[src/rtl/spi_sensor_responder.sv]
// SPI mode-0 slave transmitter for one sensor channel: holds the latest sample and
// shifts it out MSB-first on miso when the master's slave-select code matches SLAVE_ID.
module spi_sensor_responder #(
   parameter int DATA_W   = 8,
   parameter int SS_W     = 2,
   parameter int SLAVE_ID = 1
) (
   input  logic              clk,
   input  logic              rst,
   input  logic              sclk,
   input  logic [SS_W-1:0]   ss,
   input  logic [DATA_W-1:0] sample,
   input  logic              sample_valid,
   output logic              miso,
   output logic              busy,
   output logic              done,
   output logic              abort,
   output logic              stale
);

   localparam int CNT_W = $clog2(DATA_W + 1);

   typedef enum logic [1:0] {IDLE, SHIFT, DONE, WAIT_DESEL} state_t;

   state_t            state, state_next;
   logic              sclk_meta, sclk_sync, sclk_prev;
   logic [SS_W-1:0]   ss_meta, ss_sync;
   logic [1:0]        sync_ok;
   logic              sel, sel_prev, start, rise, fall;
   logic [DATA_W-1:0] hold_reg, shift_reg, shift_next;
   logic              hold_new, hold_new_next, saved_new, saved_next;
   logic [CNT_W-1:0]  bit_cnt, bit_cnt_next;
   logic              miso_next, busy_next, done_next, abort_next, stale_next;

   assign sel  = (ss_sync == SS_W'(SLAVE_ID));
   assign rise = sclk_sync & ~sclk_prev;
   assign fall = ~sclk_sync & sclk_prev;
   // sel_prev stays 1 until the synchronizer holds real samples, so a select held
   // through reset never looks like a fresh rising edge.
   assign start = sync_ok[1] & sel & ~sel_prev;

   always_comb begin
      // NOTE: every signal gets a default first so no path can infer a latch.
      state_next    = state;
      shift_next    = shift_reg;
      miso_next     = 1'b0;
      bit_cnt_next  = bit_cnt;
      busy_next     = busy;
      done_next     = 1'b0;
      abort_next    = 1'b0;
      stale_next    = stale;
      hold_new_next = hold_new;
      saved_next    = saved_new;

      case (state)
         IDLE: begin
            if (start) begin
               state_next    = SHIFT;
               shift_next    = hold_reg;
               miso_next     = hold_reg[DATA_W-1];
               bit_cnt_next  = '0;
               stale_next    = ~hold_new;
               busy_next     = 1'b1;
               hold_new_next = 1'b0;
               saved_next    = hold_new;
            end
         end
         SHIFT: begin
            miso_next = miso;
            if (!sel) begin
               // Aborted transfer does not consume the sample.
               state_next    = IDLE;
               miso_next     = 1'b0;
               busy_next     = 1'b0;
               abort_next    = 1'b1;
               hold_new_next = hold_new | saved_new;
            end else if (rise) begin
               if (bit_cnt == CNT_W'(DATA_W - 1)) begin
                  bit_cnt_next = CNT_W'(DATA_W);
                  state_next   = DONE;
                  miso_next    = 1'b0;
                  busy_next    = 1'b0;
                  done_next    = 1'b1;
               end else begin
                  bit_cnt_next = bit_cnt + CNT_W'(1);
               end
            end else if (fall && bit_cnt < CNT_W'(DATA_W)) begin
               shift_next = shift_reg << 1;
               miso_next  = shift_reg[DATA_W-2];
            end
         end
         DONE:       state_next = sel ? WAIT_DESEL : IDLE;
         WAIT_DESEL: if (!sel) state_next = IDLE;
         default:    state_next = IDLE;
      endcase

      if (sample_valid) hold_new_next = 1'b1;
   end

   always_ff @(posedge clk) begin
      // NOTE: state is updated with non-blocking assignments so every flop samples
      // pre-edge values regardless of statement order.
      if (rst) begin
         state     <= IDLE;
         sclk_meta <= 1'b0;
         sclk_sync <= 1'b0;
         sclk_prev <= 1'b0;
         ss_meta   <= '0;
         ss_sync   <= '0;
         sync_ok   <= 2'b00;
         sel_prev  <= 1'b1;
         hold_reg  <= '0;
         hold_new  <= 1'b0;
         saved_new <= 1'b0;
         shift_reg <= '0;
         bit_cnt   <= '0;
         miso      <= 1'b0;
         busy      <= 1'b0;
         done      <= 1'b0;
         abort     <= 1'b0;
         stale     <= 1'b0;
      end else begin
         state     <= state_next;
         sclk_meta <= sclk;
         sclk_sync <= sclk_meta;
         sclk_prev <= sclk_sync;
         ss_meta   <= ss;
         ss_sync   <= ss_meta;
         sync_ok   <= {sync_ok[0], 1'b1};
         sel_prev  <= sync_ok[1] ? sel : 1'b1;
         if (sample_valid) hold_reg <= sample;
         hold_new  <= hold_new_next;
         saved_new <= saved_next;
         shift_reg <= shift_next;
         bit_cnt   <= bit_cnt_next;
         miso      <= miso_next;
         busy      <= busy_next;
         done      <= done_next;
         abort     <= abort_next;
         stale     <= stale_next;
      end
   end

endmodule

[config.mk]
export PLATFORM = sky130hd
export DESIGN_NAME = spi_sensor_responder
export DESIGN_NICKNAME = d
export VERILOG_FILES = /design/src/rtl/spi_sensor_responder.sv
export SDC_FILE = /design/constraint.sdc
export NUM_CORES = 1
export LEC_CHECK = 0
export CAP_MARGIN = 10
export CORE_ASPECT_RATIO = 1.25
export CORE_MARGIN = 1.5
export CORE_UTILIZATION = 35
export DETAILED_ROUTE_END_ITERATION = 6
export GPL_TIMING_DRIVEN = 0
export HOLD_SLACK_MARGIN = 0.03
export SLEW_MARGIN = 20
export SYNTH_ARGS = -nofsm -noshare
export SYNTH_HDL_FRONTEND = slang
export SYNTH_SLANG_ARGS = --single-unit
[constraint.sdc]
create_clock -name clk -period 2.4 [get_ports clk]
set_clock_uncertainty 0.1 [all_clocks]
set_input_delay 0.36 -clock clk [delete_from_list [all_inputs] [get_ports clk]]
set_output_delay 0.36 -clock clk [all_outputs]
set_load 0.1 [all_outputs]
Word level (Yosys, flattened, before mapping)
Index checks and enable logic that the tools add are counted.
Storage, ports and cells
  bits in registers: 38
  output and inout port bits: 5
  input port bits: 14
  word-level logic and storage cells: 99
Cells by class
  bitwise operators: 13
  mux-type cells: 34
  $add $sub $neg: 1
  equal/unequal tests: 17
  order comparisons: 1
  reduce and logical (&&, ||, !) cells: 14
Operators by type and width (number)
  $mux 7: 4
  $mux 4: 4
  $mux 1: 14
  $pmux 7 s2: 1
  $mux 2: 6
  $ne 2x2->1 const B: 6
  $ne 3x3->1 const B: 4
  $reduce_and 4->1: 3
  $ne 4x4->1 const B: 2
  $not 1->1: 8
  $pmux 2 s4: 1
  $pmux 4 s2: 1
  $pmux 1 s2: 3
  $reduce_and 5->1: 1
  $add 4x1->4 const B: 1
  $and 1x1->1: 4
  $eq 2x1->1 const B: 2
  $eq 2x2->1 const B: 2
  $eq 4x3->1 const B: 1
  $lt 4x4->1 const B: 1
  $reduce_and 2->1: 2
  $reduce_or 2->1: 2
  $reduce_or 4->1: 1
  $reduce_and 3->1: 1
  5 further kinds: 5

Depth between registers and ports, before layout
  depth in word-level cells: 7
  depth in mapped cells: 5
  mapped depth without buffers: 5

Worst setup path before layout
No wires, ideal clock.
  path kind: flip-flop to flip-flop
  start: reg bit_cnt[0]
  end: reg miso
  period minus slack after synthesis: 1702 ps
  stages on the path, launching flop included: 6
  library setup time: 86 ps
  arrival: 1516 ps
  path buffers: 0
  setup slack: 698 ps
  required time: 2214 ps
  cell sequence: dfxtp_1 ha_1 and3b_1 a2111oi_0 a221oi_1 a211oi_1
Between the ends
  word-level cells in the longest chain between the ends: 4
  elaborated cells between the ends (all ways): 6
  those cells by class: order compare (1); eq/ne (3); reduce/logical (2)
RTL lines
  from (decl): line 32  | logic [CNT_W-1:0] bit_cnt, bit_cnt_next;
  from (signal assigned): line 135  | bit_cnt <= bit_cnt_next;
  $lt 4x4->1: line 87  | end else if (fall && bit_cnt < CNT_W'(DATA_W)) begin
  $logic_and 1x1->1: line 87
  $ne 4x4->1 (no source line)
  $reduce_and 2->1 (no source line) *
  to (signal assigned): line 136  | miso <= miso_next;
  to (decl): line 14  | output logic miso,
Every way passes the cells marked *; elsewhere a longest branch is shown, timed or not.
A chain may end at the register's enable or synchronous reset.

Worst setup path after layout
  start: reg stale
  end: out stale
RTL lines
  from (decl): line 18  | output logic stale
  from (signal assigned): line 140  | stale <= stale_next;
No word-level cell between the ends.

==> impl_metrics.ini <==
[run_status]
status = finished clean

[placed_design]
dp_hpwl_mm = 2.10
place.gp.congestion = 0.752
io_buffers = 16

[route]
via_count = 1165
wl_met2_mm = 1.51
highest_layer = met4
viasPerCell = 4.96
wl_mm = 2.90
dr.pass1.iters = 5
wl_met1_mm = 1.20
ant_nets = 0
wl_per_cell_um = 12.3
drtIter0Drc = 49
wl_met3_um = 109
drcViolationCount = 0

[synth]
syn_avg_cell_area_sq_um = 9.47
syn_nets = 170
synth_cells = 155
yosysSeqAreaShare_pct = 51.8
ys_seq_elements = 38
yosys_warnings = 0
yosysUniqueCellTypes = 36
syn-cell-area_sq_mm = 0.00147

[sta]
slew_viol_final = 0
setup_viol_count_final = 0
worst_slew_pin_slew_ns = 0.968
relSlewSlack_pct = 35.2
fmax_ghz = 0.448
rsz0062_at_grt = false
period_share_pct = 92.9
fin_crit_ns = 2.23
hold_violations = 0
finalSetupTns_ns = 0

[setup_path]
cp_cell_sequence = clkdlybuf4s50_1
cp_num_buf_inv = 1
arrival_ns = 1.77
crit_slowest_cell = clkdlybuf4s50_1
critPathTopFamily = buffers and inverters
reg2reg_slack_ns = 0.45
reg2regPathDepth = 5
cp.required_ns = 1.94
criticalPathCategory = reg -> out
worstReg2RegStart = bit_cnt[0]
setup.worst_path.end = stale
cp.depth = 1
critPathMaxStageDelay_ns = 1.13
r2r_end = miso
start_kind = register
startpoint = stale
endpoint_kind = output pin
crit_path_max_fanout = 2

[power_and_ir_drop]
leakage_uw = 0.000659
p_per_area_mw_per_mm2 = 696
vdd_drop_max_uv = 314
fin_total_pwr_uw = 1260

[cts]
cts_resized = 0
clkSinkCount = 38
root_buffer = clkbuf_8
post_cts_buffers = 0
clk_latency_ns = 0.30
cts_buffer_depth = 2
cts_tree = built
hold_buffers = 0
numCtsBuffers = 5
path_clk_slew_ns = 0.07
htree_levels = 2

[global_route]
grt_pass1_vias = 1167
grt_max_degree = 13
grt_pass1_wl_mm = 4.90
grt.overflow.total = 0
grt_usage_pct = 14.5
antenna_found_initial = 0

[floorplanning]
rows = 26
ios = 19
coreArea_sq_mm = 0.00407
dieArea_sq_mm = 0.00459
fp.dieH_um = 75.4
start_util_pct = 36.1
die_w_um = 60.9

[finish]
area_growth_pct = 23.1
largest_register_ffs = 8
drive_gt1_share_pct = 7.82
diodes = 0
fin_nets = 193

[job]
drv_cap = 0

[min_path]
hold_depth = 2
hold_path.class = in -> reg
[per-layer routing]
layer	GRT usage [%]	vias to the layer above
met5	0	-
li1	-	584
met3	3.06	8
met2	25.9	31
met1	15.1	542
met4	9.42	0
[Yosys cell counts (all sizes together)]
master / n / area share, %
and3b: 1 / 0.60
nand2: 17 / 4.3
clkbuf: 6 / 1.5
nor3: 3 / 1.0
ha: 1 / 0.85
o211a: 1 / 0.68
a2bb2oi: 1 / 1.0
nand4: 1 / 0.43
a221oi: 1 / 0.60
nand4bb: 1 / 0.77
nor2: 19 / 4.9
nand3b: 1 / 0.51
nand2b: 3 / 1.3
and4bb: 1 / 0.85
a311oi: 6 / 3.6
nand3: 1 / 0.34
dfxtp: 38 / 52
a21oi: 10 / 3.7
nor3b: 1 / 0.51
o211ai: 1 / 0.51
or3b: 2 / 1.5
nor2b: 12 / 5.1
nand4b: 1 / 0.60
and2: 1 / 0.43
a211oi: 2 / 1.0
or4: 1 / 0.51
inv: 3 / 0.77
a2111oi: 1 / 0.60
and2b: 1 / 0.51
buf: 2 / 0.60
o21ai: 2 / 0.68
mux2i: 9 / 6.1
a31oi: 3 / 1.3
nor4: 1 / 0.43
[cells by family after synthesis]
kind of cell | Yosys count | synth area share [%]
fa+ha+maj | 1 | 0.852
simple gates | 68 | 24.6
mux | 9 | 6.14
compound gates | 28 | 13.6
buf+inv | 11 | 2.90
flops | 38 | 51.8
[stage by stage]
stage	hold WS, ns	util (%)	std cells	setup WS (ns)	instance area [sq um]
after floorplan	0.277	-	155	0.698	1470
after global placement	0.288	41.8	227	0.491	1700
after detailed placement	0.306	41.8	227	0.488	1700
after CTS	0.309	44.4	235	0.161	1810
after global routing	0.340	44.4	235	0.125	1810
final	0.301	44.4	235	0.170	1810
[where the power goes]
part | internal [uW] | leakage [uW] | total, uW | switching [uW]
logic | 35.4 | 0.000291 | 65.5 | 30.1
registers | 648 | 0.000310 | 656 | 8.91
clock network | 306 | 0.0000579 | 535 | 229
[worst min-delay path by stage]
| stage | start | end | slack (ns) |
|---|---|---|---|
| after floorplan | sync_ok[1] | sel_prev | 0.28 |
| after global placement | sync_ok[1] | sel_prev | 0.29 |
| after CTS | rst | ss_sync[1] | 0.31 |
| final | rst | ss_sync[1] | 0.30 |
| after detailed placement | sync_ok[1] | sel_prev | 0.31 |
| after global routing | rst | sync_ok[1] | 0.34 |
[area by class of cell]
class                   instances  area [sq um]
repair buffers                 16           160
flip-flops and latches         38           761
multi-input cells             106           664
clock inverters                 3          40.0
inverters                       3          11.3
fillers                       405          2260
well taps                      56          70.1
clock buffers                   5          68.8
plain buffers                   8          31.3
[cells in the final DEF, fill, tap and decap left out, types with 2 or more instances in the layout]
cell type,Yosys,routed
dfxtp_1,38,38
nor2_1,19,19
nand2_1,17,17
clkdlybuf4s50_1,0,16
nor2b_1,12,12
a21oi_1,9,9
mux2i_1,9,9
clkbuf_1,6,6
a311oi_1,6,6
clkbuf_8,0,5
inv_1,3,3
nand2b_1,3,3
a31oi_1,3,3
nor3_1,3,3
or3b_4,2,2
o21ai_0,2,2
a211oi_1,2,2
clkinv_2,0,2
Note: power is estimated with default switching activity, not from simulation.
